--- config.mk ---
export PLATFORM = sky130hd
export DESIGN_NAME = input_conditioner
export DESIGN_NICKNAME = d
export VERILOG_FILES = /design/src/rtl/input_conditioner.sv
export SDC_FILE = /design/constraint.sdc
export NUM_CORES = 1
export LEC_CHECK = 0
export CAP_MARGIN = 15
export CORE_MARGIN = 3
export CORE_UTILIZATION = 50
export CTS_CLUSTER_SIZE = 40
export DETAILED_ROUTE_END_ITERATION = 6
export PLACE_DENSITY = 0.7
export SETUP_SLACK_MARGIN = 0.5
export SLEW_MARGIN = 20
export SYNTH_ARGS = -nofsm -noshare
export SYNTH_HDL_FRONTEND = slang
export SYNTH_SLANG_ARGS = --single-unit
export TNS_END_PERCENT = 50
--- constraint.sdc ---
create_clock -name clk -period 4.39 [get_ports clk]
set_input_delay 0.439 -clock clk [delete_from_list [all_inputs] [get_ports clk]]
set_output_delay 0.439 -clock clk [all_outputs]
set_load 0.02 [all_outputs]
--- src/rtl/input_conditioner.sv ---
// input_conditioner
//   Front end for a board with slide switches and a scanned key matrix.
//   Raw switches and matrix rows are synchronized, the matrix is scanned
//   one column at a time, and every switch and key is debounced against a
//   slow sample tick.  Edge pulses are generated from the debounced levels,
//   and one key doubles as a long-press reset request.
//
// Ports
//   clk        system clock, rising edge
//   rst        synchronous reset, active-high
//   switch     raw slide switches (asynchronous, active-high)
//   btn_x      matrix column drive, one-hot active-low
//   btn_y      raw matrix row sense (asynchronous, low = pressed)
//   sw_ok      debounced switch levels
//   btn_ok     debounced key levels, key k = col*N_ROW + row, 1 = pressed
//   btn_press  one-cycle pulse per debounced key press (never on release)
//   sw_chg     one-cycle pulse per debounced switch change (either way)
//   cr         debounced level of key RST_KEY
//   long_rst   high while key RST_KEY has been held for LONG_CYC cycles
//
// Pulse semantics: btn_press/sw_chg are high for exactly the one cycle
// after the debounced level changes; there is no handshake, consumers
// sample them every cycle.
module input_conditioner #(
  parameter int N_SW     = 16,
  parameter int N_COL    = 5,
  parameter int N_ROW    = 5,
  parameter int SCAN_CYC = 50000,
  parameter int TICK_CYC = 100000,
  parameter int DEB_N    = 4,
  parameter int RST_KEY  = 0,
  parameter int LONG_CYC = 200000000
) (
  input  logic                   clk,
  input  logic                   rst,
  input  logic [N_SW-1:0]        switch,
  output logic [N_COL-1:0]       btn_x,
  input  logic [N_ROW-1:0]       btn_y,
  output logic [N_SW-1:0]        sw_ok,
  output logic [N_COL*N_ROW-1:0] btn_ok,
  output logic [N_COL*N_ROW-1:0] btn_press,
  output logic [N_SW-1:0]        sw_chg,
  output logic                   cr,
  output logic                   long_rst
);

  localparam int N_KEY = N_COL * N_ROW;
  localparam int N_CH  = N_SW + N_KEY;
  localparam int COL_W = (N_COL > 1) ? $clog2(N_COL) : 1;
  localparam int DC_W  = $clog2(SCAN_CYC);
  localparam int TC_W  = (TICK_CYC > 1) ? $clog2(TICK_CYC) : 1;
  localparam int LC_W  = $clog2(LONG_CYC + 1);

  localparam logic [COL_W-1:0] COL_LAST = COL_W'(N_COL - 1);
  localparam logic [DC_W-1:0]  DC_LAST  = DC_W'(SCAN_CYC - 1);
  localparam logic [TC_W-1:0]  TC_LAST  = TC_W'(TICK_CYC - 1);
  localparam logic [LC_W-1:0]  LC_MAX   = LC_W'(LONG_CYC);

  // ---------------------------------------------------------------
  // Two-flop synchronizers
  // ---------------------------------------------------------------
  logic [N_SW-1:0]  sw_s1, sw_s2;
  logic [N_ROW-1:0] by_s1, by_s2;

  always_ff @(posedge clk) begin
    if (rst) begin
      sw_s1 <= '0;
      sw_s2 <= '0;
      by_s1 <= '0;
      by_s2 <= '0;
    end else begin
      sw_s1 <= switch;
      sw_s2 <= sw_s1;
      by_s1 <= btn_y;
      by_s2 <= by_s1;
    end
  end

  // ---------------------------------------------------------------
  // Matrix scan.  Rows are latched on the last dwell cycle so the row
  // lines have had the full two-flop delay to reflect the current column
  // (this is why SCAN_CYC must be at least 4).
  // ---------------------------------------------------------------
  logic [COL_W-1:0] col;
  logic [DC_W-1:0]  dcnt;
  logic [N_KEY-1:0] raw;

  always_ff @(posedge clk) begin
    if (rst) begin
      col  <= '0;
      dcnt <= '0;
      raw  <= '0;
    end else if (dcnt == DC_LAST) begin
      for (int c = 0; c < N_COL; c++) begin
        if (col == COL_W'(c)) raw[c*N_ROW +: N_ROW] <= ~by_s2;
      end
      dcnt <= '0;
      col  <= (col == COL_LAST) ? '0 : col + 1'b1;
    end else begin
      dcnt <= dcnt + 1'b1;
    end
  end

  always_comb begin
    btn_x = '1;
    for (int c = 0; c < N_COL; c++) begin
      if (col == COL_W'(c)) btn_x[c] = 1'b0;
    end
  end

  // ---------------------------------------------------------------
  // Debounce sample tick, free-running from reset
  // ---------------------------------------------------------------
  logic [TC_W-1:0] tcnt;
  logic            tick;

  always_ff @(posedge clk) begin
    if (rst) tcnt <= '0;
    else     tcnt <= (tcnt == TC_LAST) ? '0 : tcnt + 1'b1;
  end

  assign tick = (tcnt == TC_LAST);

  // ---------------------------------------------------------------
  // Debounce: channel order is {keys, switches}.  A level is accepted
  // only when the whole history (including the newest sample) agrees.
  // ---------------------------------------------------------------
  logic [N_CH-1:0]  deb_in;
  logic [DEB_N-1:0] hist    [N_CH];
  logic [DEB_N-1:0] hist_nx [N_CH];
  logic [N_CH-1:0]  ok;
  logic [N_CH-1:0]  ok_d;

  assign deb_in = {raw, sw_s2};

  always_comb begin
    for (int ch = 0; ch < N_CH; ch++) begin
      hist_nx[ch] = {hist[ch][DEB_N-2:0], deb_in[ch]};
    end
  end

  always_ff @(posedge clk) begin
    if (rst) begin
      for (int ch = 0; ch < N_CH; ch++) hist[ch] <= '0;
      ok <= '0;
    end else if (tick) begin
      for (int ch = 0; ch < N_CH; ch++) begin
        hist[ch] <= hist_nx[ch];
        if (&hist_nx[ch])       ok[ch] <= 1'b1;
        else if (~|hist_nx[ch]) ok[ch] <= 1'b0;
      end
    end
  end

  // Edge pulses compare the debounced level with its one-cycle-old copy,
  // so they appear the cycle after the level changes.
  always_ff @(posedge clk) begin
    if (rst) begin
      ok_d      <= '0;
      btn_press <= '0;
      sw_chg    <= '0;
    end else begin
      ok_d      <= ok;
      btn_press <= ok[N_CH-1:N_SW] & ~ok_d[N_CH-1:N_SW];
      sw_chg    <= ok[N_SW-1:0] ^ ok_d[N_SW-1:0];
    end
  end

  assign sw_ok  = ok[N_SW-1:0];
  assign btn_ok = ok[N_CH-1:N_SW];
  assign cr     = btn_ok[RST_KEY];

  // ---------------------------------------------------------------
  // Long-press counter: saturates, cleared the cycle after cr drops
  // ---------------------------------------------------------------
  logic [LC_W-1:0] lcnt;

  always_ff @(posedge clk) begin
    if (rst)                  lcnt <= '0;
    else if (!cr)             lcnt <= '0;
    else if (lcnt != LC_MAX)  lcnt <= lcnt + 1'b1;
  end

  assign long_rst = (lcnt >= LC_MAX);

endmodule

==> out/qor.yml, run 1 <==
cts:
  path_clk_slew_ns: 0.06
  numCtsBuffers: 40
  postCtsResizedCells: 0
  clock-sinks: 377
  htree_levels: 2
  cts_tree: "done"
  cts_setup_buffers: 0
  clock_path_buffers: 3
  hold_buffers: 0
  root_buffer: "clkbuf_16"
  clock_latency_ns: 0.51
worst_hold_path:
  holdPathEnd: "btn_press[5]"
  whs_path_depth: 1
  hold_start: "ok_d[21]"
  hp-class: "reg2reg"
job:
  cap_violations: 0
drt:
  viasPerCell: 5.270
  vias: 9064
  top_layer: "met4"
  wl_met1_mm: 12.64
  wl_mm: 26.31
  wl_met3_mm: 1.201
  drt-initial-drc-count: 593
  wl_per_cell_um: 15.30
  drcViolationCount: 0
  dr_wl_met2_mm: 11.99
  ant_nets: 0
  drt_first_pass_iters: 4
logic_synthesis:
  synth_flop_cell: "dfxtp_1"
  muxShareOfSynthArea_pct: 0.2145
  synth-seq-cells: 377
  synth_area_sq_um: 14000
  synthSimpleGateAreaFrac_pct: 22.36
  synth_adder_area_share_pct: 0.8044
  synth_top_area_cell: "dfxtp_1"
  synthArstFlopShare_pct: 0
  yosys_warnings: 0
  yosys.area_share.xor_xnor_pct: 3.379
  synth_top_family_by_area: "simple AND/OR/NAND/NOR gates"
  synth_compound_gate_area_share_pct: 7.705
  yosys-top-cells-area: "dfxtp_1, edfxtp_1, nor2b_1, and2_1, xnor2_1"
  ys_types: 41
  syn_avg_cell_area_sq_um: 11.53
  syn_inst: 1214
  synth_top_area_share_pct: 36.32
  synth_edf_count: 123
  synth_nets: 1246
  ys_seq_area_share_pct: 62.71
die:
  die_w_um: 173.3
  die_h_um: 173.3
  coreArea_sq_um: 27250
  fp-row-count: 60
  die_area_sq_um: 30040
  pin_count: 112
  start_util_pct: 51.37
setup_path:
  cp-end-kind: "flop"
  cpMaxStageDelayCell: "or4_4"
  r2r_slack_ns: 1.28
  critical_path.max_stage_delay_ns: 0.86
  critical_path_class: "reg2reg"
  path_cells: "or4bb_1 > or4_4 > nor2_4 > buf_12 > and2_1"
  r2r_start: "tcnt[8]"
  worstPathArrival_ns: 3.49
  worst-path-buf-inv: 1
  start_kind: "flop"
  worst_r2r_path_depth: 5
  required_ns: 4.77
  worstReg2RegEnd: "hist[0][0]"
  worst-path-max-fanout: 63
  crit_family: "simple AND/OR/NAND/NOR gates"
timing:
  layout_setup_ws_ns: 1.279
  worstMarginPinSlew_ns: 0.7825
  fmax_mhz: 321.4
  whs_ns: 0.3774
  grt_setup_unrepaired: "false"
  finClkSkew_ns: 0.008296
  setup_viol: 0
  relSlewSlack_pct: 47.83
  setup_tns_ns: 0
  timing.final.crit_share_pct: 70.87
  hold_viol_final: 0
  maxSlewViolCount: 0
  period_needed_ns: 3.111
layout:
  final_nets: 1350
  mostFrequentLayoutCells: "dfxtp_1, nor2b_1, edfxtp_1"
  antennaDiodeCount: 0
  final_common_cell: "dfxtp_1"
  final_area_sq_um: 16630
  drive_above_1_share_pct: 5.712
  area_delta_synth_final_pct: 18.82
power:
  max-vdd-ir-drop_mv: 0.3147
  power_w: 0.006990
  power_density_nw_per_um2: 420.3
  p_leak_nw: 5.707
grt:
  grt_pass1_wl_mm: 43.72
  overflow: 0
  antenna_found_initial: 0
  grt_pass1_vias: 8683
  grt.total_usage_pct: 17.16
  grt_max_degree: 99
status:
  status: "complete, no violations"
place:
  port-buffer-count: 111
  dpl_cell_area_sq_um: 15380
  gp_congestion: 0.8268
  post-place-ws_ns: 1.275
  dp_hpwl_mm: 16.24
[layout make-up]
type | instances | area, sq um
clock buffer | 54 | 1146
clock inverter | 18 | 107.6
fill | 2217 | 10620
inverter | 22 | 82.58
multi-input combinational | 757 | 4848
sequential | 377 | 8778
tap | 372 | 465.4
timing repair buffer | 120 | 1205
[cells in the mapped netlist, drive strengths merged, types with 22 or more instances]
| cell type | count |
|---|---|
| dfxtp | 254 |
| nor2b | 131 |
| edfxtp | 123 |
| and2 | 108 |
| nor2 | 69 |
| a21oi | 53 |
| xnor2 | 45 |
| nand4 | 44 |
| or4 | 40 |
| a211oi | 38 |
| o31ai | 38 |
| o21ai | 36 |
| clkbuf | 34 |
| nor4 | 28 |
| buf | 24 |
| inv | 22 |
[state kept, by name (all words and copies together) (netlist names)]
register   cells
sw_chg        16
col            3
by_s2          5
ok_d          41
lcnt          28
ok            41
btn_press     25
by_s1          5
tcnt          17
sw_s2         16
dcnt          16
hist         123
sw_s1         16
raw           25
[power breakdown]
part           switching, W  leakage (nW)  internal [W]
logic             0.0000707          1.76     0.0000468
registers         0.0000392          3.32       0.00366
clock network       0.00129         0.620       0.00188
[worst reg2reg max path, stage by stage (launching register included)]
cell and delay [ns]:
dfxtp_1 0.34, or4bb_1 0.59, or4_4 0.86, nor2_4 0.67, buf_12 0.31, and2_1 0.21
[cell families after synthesis]
| kind of cell | Yosys count |
|---|---|
| AOI/OAI and AO/OA | 174 |
| and+or+nand+nor | 517 |
| adders and majority gates | 9 |
| xor gates and xnor gates | 54 |
| buffers and inverters | 80 |
| DFF | 377 |
| muxes | 3 |
[how the worst max path moves through the flow]
stage,start,to,slack (ns),cells past startpoint
after floorplan,tcnt[5],hist[0][0],0.70,5
after global placement,tcnt[8],hist[1][58],1.35,5
after detailed placement,tcnt[8],hist[0][0],1.27,5
after CTS,tcnt[8],hist[0][0],1.26,5
after global routing,tcnt[5],hist[1][21],1.10,5
final,tcnt[8],hist[0][0],1.28,5
[routing by layer]
| metal | GRT usage [%] | vias to the layer above |
|---|---|---|
| li1 | - | 4572 |
| met1 | 23.87 | 4280 |
| met2 | 27.51 | 177 |
| met3 | 3.329 | 35 |
| met4 | 4.932 | 0 |
| met5 | 0 | - |
[through the flow]
| step | utilization [%] | cells |
|---|---|---|
| 6_report | 61.04 | 1720 |
| 5_1_grt | 61.04 | 1720 |
| 4_1_cts | 61.04 | 1720 |
| 3_5_place_dp | 56.44 | 1648 |
| 3_3_place_gp | 56.44 | 1648 |
| 2_1_floorplan | - | 1214 |
Note: power is estimated with default switching activity, not from simulation.
==> run 2, diff against run 1 <==
==> constraint.sdc (replaced) <==
create_clock -name clk -period 3.1 [get_ports clk]
set_input_delay 0.31 -clock clk [delete_from_list [all_inputs] [get_ports clk]]
set_output_delay 0.31 -clock clk [all_outputs]
set_load 0.02 [all_outputs]
==> run 2 against run 1 <==
  * Final cell count is 0.12% higher
  * Flip-flop and latch count stayed put
  * Non-clock buffer count is 3 higher
  * Count of clock-buffer cells in the layout is 7 higher
  * Worst setup slack worse by 0.69 ns
  * Via count is 1.0% higher
  * Wire length is 0.16% lower
  * Clock skew is 0.0036 ns higher
  * Core utilization is 0.37 points higher
==> out/qor.yml, run 2 (synthesized netlist as in run 1, its figures left out) <==
status:
  status: "complete, no violations"  # unchanged
power:
  max-vdd-ir-drop_mv: 0.5293  # was 0.3147 mV
  power_density_nw_per_um2: 599.5  # was 420.3 nW/um^2
  p_leak_nw: 5.747  # was 5.707 nW
cts:
  root_buffer: "clkbuf_16"  # unchanged
  clock_latency_ns: 0.52  # was 0.51 ns
  hold_buffers: 0  # unchanged
  htree_levels: 2  # unchanged
  numCtsBuffers: 39  # was 40
  clock_path_buffers: 3  # unchanged
  cts_setup_buffers: 0  # unchanged
  cts_tree: "done"  # unchanged
  clock-sinks: 377  # unchanged
  postCtsResizedCells: 2  # was 0
  path_clk_slew_ns: 0.06  # about the same
layout:
  mostFrequentLayoutCells: "dfxtp_1, nor2b_1, edfxtp_1"  # unchanged
  area_delta_synth_final_pct: 19.55  # was 18.82%
  final_nets: 1352  # was 1350
  stdcell_count: 1722  # was 1720
  reg.largest.list: "hist x123, ok x41, ok_d x41"  # unchanged
  drive_above_1_share_pct: 5.926  # was 5.712%
  top_register: "hist"  # unchanged
  final_common_cell: "dfxtp_1"  # unchanged
  largest_reg_flops: 123  # unchanged
  antennaDiodeCount: 0  # unchanged
grt:
  antenna_found_initial: 0  # unchanged
  grt_pass1_wl_mm: 44.41  # was 43.72 mm
  grt.total_usage_pct: 17.35  # was 17.16%
  overflow: 0  # unchanged
  grt_max_degree: 113  # was 99
  grt_pass1_vias: 8741  # was 8683
place:
  dp_hpwl_mm: 16.47  # was 16.24 mm
  dp_cells: 1651  # was 1648
  gp_congestion: 0.8424  # was 0.8268
  port-buffer-count: 111  # unchanged
setup_path:
  worstPathArrival_ns: 2.20  # was 3.49 ns
  crit_family: "buffers and inverters"  # was simple AND/OR/NAND/NOR gates
  worst-path-max-fanout: 7  # was 63
  cpMaxStageDelayCell: "clkdlybuf4s50_1"  # was or4_4
  start_kind: "flop"  # unchanged
  cp-end-kind: "primary output"  # was flop
  required_ns: 2.79  # was 4.77 ns
  worst-path-buf-inv: 2  # was 1
  critical_path.max_stage_delay_ns: 0.57  # was 0.86 ns
  critical_path_class: "reg2out"  # was reg2reg
  path_cells: "ha_1 > nor2b_1 > inv_1 > clkdlybuf4s50_1"  # was or4bb_1 > or4_4 > nor2_4 > buf_12 > and2_1
drt:
  drt_first_pass_iters: 5  # was 4
  wl_per_cell_um: 15.26  # was 15.30 um
  wl_mm: 26.27  # was 26.31 mm
  ant_nets: 0  # unchanged
  viasPerCell: 5.318  # was 5.270
  drt-initial-drc-count: 576  # was 593
  vias: 9157  # was 9064
  drcViolationCount: 0  # unchanged
timing:
  setup_tns_ns: 0  # unchanged
  grt_setup_unrepaired: "true"  # was false
  maxSlewViolCount: 0  # unchanged
  relSlewSlack_pct: 60.84  # was 47.83%
  period_needed_ns: 2.510
  timing.final.crit_share_pct: 80.96
  fmax_mhz: 398.5
  hold_viol_final: 0  # unchanged
  setup_viol: 0  # unchanged
  finClkSkew_ns: 0.01188  # was 0.008296 ns
  worstMarginPinSlew_ns: 0.5825  # was 0.7825 ns
die:
  pin_count: 112  # unchanged
  coreArea_sq_um: 27250  # unchanged
  start_util_pct: 51.37  # unchanged
  die_h_um: 173.3  # unchanged
  fp-row-count: 60  # unchanged
  die_w_um: 173.3  # unchanged
  die_area_sq_um: 30040  # unchanged
job:
  cap_violations: 0  # unchanged
worst_hold_path:
  hp-class: "in2reg"  # was reg2reg
run 2: changes by cell type in the layout (fill, tap and decap cells not counted), sizes merged:
cell / change
clkinvlp: +1
buf: +3
dlygate4sd2: +1
bufinv: +1
clkbuf: +7
clkdlybuf4s50: -1
clkinv: -10
run 2: metrics by stage:
step                worst slack (ns)  power, W  cell area, sq um  utilization, %  hold WS [ns]
global route                  0.4333   0.01039             16730           61.41        0.1812
floorplan                     0.5664  0.005439             14010               -        0.3674
finish                        0.5903   0.01003             16730           61.41        0.1808
CTS                           0.4006   0.01015             16730           61.38        0.1632
detailed placement            0.6506  0.005519             15440           56.64        0.3734
global placement              0.6895  0.005512             15440           56.64        0.3717
run 2: metal layers:
layer  GRT usage (%)  up-vias  wire, um
li1                -     4588         -
met1           24.57     4320     12490
met2           26.61      200     11720
met3           3.855       49      1438
met4           5.642        0       627
met5               0        -         0
run 2: final cells by class:
cell class / count / area [sq um]
clock buffer: 61 / 1184
clock inverter: 10 / 105.1
fill: 2192 / 10520
inverter: 22 / 82.58
multi-input combinational: 757 / 4867
sequential: 377 / 8780
tap: 372 / 465.4
timing repair buffer: 123 / 1251
run 2: report_power, final:
part           leakage [nW]  switching (W)  internal [W]
Clock                 0.620        0.00183       0.00280
Sequential             3.32      0.0000556       0.00518
Combinational          1.80       0.000100     0.0000706
Total                  5.75        0.00198       0.00805
run 2: path summary, 6_finish.rpt:
kind	to	startpoint	cells past startpoint	slack (ns)
worst min register to register	btn_press[3]	ok_d[19]	1	0.38
worst min-delay path	col[2]	rst	2	0.18
worst max-delay path	btn_x[1]	col[0]	4	0.59
worst max register to register	hist[0][34]	tcnt[5]	4	0.63
==> run 3, diff against run 2 <==
--- a/config.mk
+++ b/config.mk
@@ -10,7 +10,7 @@
 export CORE_UTILIZATION = 50
 export CTS_CLUSTER_SIZE = 40
 export DETAILED_ROUTE_END_ITERATION = 6
-export PLACE_DENSITY = 0.7
+export PLACE_DENSITY = 0.73
 export SETUP_SLACK_MARGIN = 0.5
 export SLEW_MARGIN = 20
 export SYNTH_ARGS = -nofsm -noshare
==> constraint.sdc (replaced) <==
create_clock -name clk -period 2.3 [get_ports clk]
set_input_delay 0.23 -clock clk [delete_from_list [all_inputs] [get_ports clk]]
set_output_delay 0.23 -clock clk [all_outputs]
set_load 0.02 [all_outputs]
==> run 3 against run 2 <==
  * Largest cell class unchanged
  * Critical endpoint is now hist[2][6]
  * Clock power grew 26%
  * Critical path depth rose by 3
  * First-iteration DRC count rose by 35%
  * Highest routed layer unchanged
  * Clock skew is 0.014 ns higher
  * Non-clock buffer count rose by 74
  * Combinational power rose by 98%
  * Final cell count up 4.3%
  * Wire length up 19%
  * Count of clock-buffer cells in the layout shrank 1
==> out/qor.yml, run 3 (synthesized netlist as in run 1, its figures left out) <==
power:
  clkPwrFrac_pct: 44.0  # was 46.1%
  max-vdd-ir-drop_mv: 0.4387  # was 0.5293 mV
  p_leak_nw: 6.369  # was 5.747 nW
  power_density_nw_per_um2: 730.9  # was 599.5 nW/um^2
  switchingPower_w: 0.002722  # was 0.001983 W
  switching_share_pct: 20.59  # was 19.76%
  p_comb_share_pct: 2.6  # was 1.7%
  p_int_w: 0.01050  # was 0.008051 W
  power_frac_seq_pct: 53.5  # was 52.2%
layout:
  drive_above_1_share_pct: 17.49  # was 5.926%
  reg.largest.list: "hist x123, ok x41, ok_d x41"  # unchanged
  final_common_cell: "dfxtp_1"  # unchanged
  mostFrequentLayoutCells: "dfxtp_1, nor2b_1, edfxtp_1"  # unchanged
  utilization_pct: 66.36  # was 61.41%
  multi_input_area_sq_um: 5140  # was 4867 sq um
  antennaDiodeCount: 0  # unchanged
  seq_area_sq_um: 8807  # was 8780 sq um
  final_area_sq_um: 18080  # was 16730 sq um
  fill_cells: 1986  # was 2192
  largest_reg_flops: 123  # unchanged
  final_nets: 1426  # was 1352
  area_delta_synth_final_pct: 29.18  # was 19.55%
  top_register: "hist"  # unchanged
drt:
  drcViolationCount: 0  # unchanged
  vias: 9852  # was 9157
  wl_mm: 31.20  # was 26.27 mm
  drt_first_pass_iters: 5  # unchanged
  drt-initial-drc-count: 777  # was 576
  ant_nets: 0  # unchanged
  wl_per_cell_um: 17.37  # was 15.26 um
  viasPerCell: 5.486  # was 5.318
timing:
  relSlewSlack_pct: 70.57  # was 60.84%
  maxSlewViolCount: 0  # unchanged
  timing.final.crit_share_pct: 97.34
  finClkSkew_ns: 0.02621  # was 0.01188 ns
  setup_viol: 0  # unchanged
  fmax_mhz: 446.7
  layout_setup_ws_ns: 0.06114  # was 0.5903 ns
  grt_setup_unrepaired: "true"  # unchanged
  hold_viol_final: 0  # unchanged
  setup_tns_ns: 0  # unchanged
  worstMarginPinSlew_ns: 0.4415  # was 0.5825 ns
  period_needed_ns: 2.239
  whs_ns: 0.02917  # was 0.1808 ns
cts:
  clock-sinks: 377  # unchanged
  path_clk_slew_ns: 0.06  # about the same
  clock_latency_ns: 0.53  # was 0.52 ns
  clock_path_buffers: 3  # unchanged
  numCtsBuffers: 38  # was 39
  hold_buffers: 0  # unchanged
  cts_tree: "done"  # unchanged
  root_buffer: "clkbuf_16"  # unchanged
  htree_levels: 2  # unchanged
setup_path:
  start_kind: "flop"  # unchanged
  cpMaxStageDelayCell: "or4_4"  # was clkdlybuf4s50_1
  critical_path.max_stage_delay_ns: 0.57  # about the same
  critical_path_class: "reg2reg"  # was reg2out
  worstReg2RegEnd: "hist[2][6]"  # was hist[0][34]
  path_cells: "or4bb_4 > or4_4 > nor2_4 > buf_12 > buf_12 > clkbuf_16 > and2_1"  # was ha_1 > nor2b_1 > inv_1 > clkdlybuf4s50_1
  worst_r2r_path_depth: 7  # was 4
  crit_family: "simple AND/OR/NAND/NOR gates"  # was buffers and inverters
  required_ns: 2.69  # was 2.79 ns
  cp_common_cell: "buf_12"
  worst-path-buf-inv: 3  # was 2
  worst-path-max-fanout: 4  # was 7
  r2r_start: "tcnt[15]"  # was tcnt[5]
  worstPathArrival_ns: 2.63  # was 2.20 ns
  cp-end-kind: "flop"  # was primary output
  r2r_slack_ns: 0.06  # was 0.63 ns
status:
  status: "complete, no violations"  # unchanged
grt:
  grt_pass1_wl_mm: 48.46  # was 44.41 mm
  grt_max_degree: 98  # was 113
  antenna_found_initial: 0  # unchanged
  grt_pass1_vias: 9481  # was 8741
  overflow: 0  # unchanged
  grt.total_usage_pct: 19.17  # was 17.35%
die:
  fp-row-count: 60  # unchanged
  start_util_pct: 51.37  # unchanged
  die_h_um: 173.3  # unchanged
  die_area_sq_um: 30040  # unchanged
  pin_count: 112  # unchanged
  die_w_um: 173.3  # unchanged
  coreArea_sq_um: 27250  # unchanged
worst_hold_path:
  whs_path_depth: 2  # unchanged
  hold_start: "rst"  # unchanged
  holdPathEnd: "col[1]"  # was col[2]
  hp-class: "in2reg"  # unchanged
place:
  dp_hpwl_mm: 16.65  # was 16.47 mm
  port-buffer-count: 111  # unchanged
  post-place-ws_ns: 0.03170  # was 0.6506 ns
  gp_congestion: 0.8545  # was 0.8424
  dpl_cell_area_sq_um: 15610  # was 15440 sq um
job:
  cap_violations: 0  # unchanged
==> run 3: cell count changes in the layout (fill, tap and decap cells not counted), sizes merged <==
cell           delta
or4               +1
clkdlybuf4s50     -5
clkbuf            +9
bufinv            -2
dlygate4sd2       -1
buf              +67
clkinv            +2
inv               +2
clkinvlp          -2
bufbuf            +2
clkdlybuf4s15     +1
==> run 3: how the worst max path moves through the flow <==
stage,from,to,slack (ns),cells after the start
2_1_floorplan,tcnt[14],hist[0][0],0.09,5
3_3_place_gp,tcnt[15],hist[0][14],0.12,5
3_5_place_dp,tcnt[14],hist[0][41],0.03,5
4_1_cts,tcnt[11],hist[1][9],0.07,7
5_1_grt,tcnt[15],hist[1][41],0.03,6
6_report,tcnt[15],hist[2][6],0.06,7
==> run 3: metrics by stage <==
stage	power, W	cells
2_1_floorplan	0.007334	1214
3_3_place_gp	0.007439	1665
3_5_place_dp	0.007451	1665
4_1_cts	0.01326	1780
5_1_grt	0.01364	1796
6_report	0.01322	1796
==> run 3: area by class of cell <==
cell class                 count  share of cell area [%]
inverter                      22                  0.4567
timing repair buffer         197                   13.29
multi-input combinational    758                   28.42
clock inverter                10                  0.3944
tap                          372                   2.574
sequential                   377                   48.70
clock buffer                  60                   6.158
==> run 3: worst reg2reg max path: stages (launching register included) <==
cell and delay (ns):
dfxtp_2 0.33, or4bb_4 0.53, or4_4 0.57, nor2_4 0.15, buf_12 0.12, buf_12 0.13
clkbuf_16 0.16, and2_1 0.12
==> run 3: timing repair <==
item | in CTS | in global routing
pin swaps | 23 | 11
buffers inserted | 33 | 3
setup endpoints to repair | 342 | 357
cloned | 12 | 13
resized for setup | 134 | 52
==> run 3: per-layer routing <==
metal	routed length (um)	vias up	part of all wire [%]	global-route usage [%]
met1	14030	4770	45	25.82
met2	14750	271	47	31.57
met4	844	0	2.7	5.439
li1	-	4736	-	-
met5	0	-	0	0
met3	1574	75	5.0	3.898
==> run 3: power groups by stage <==
stage / clock network, W / logic, W / registers, W
floorplan: 0 / 0.000158 / 0.00718
global placement: 0 / 0.000242 / 0.00720
detailed placement: 0 / 0.000247 / 0.00720
CTS: 0.00593 / 0.000278 / 0.00706
global route: 0.00620 / 0.000362 / 0.00708
finish: 0.00581 / 0.000338 / 0.00707
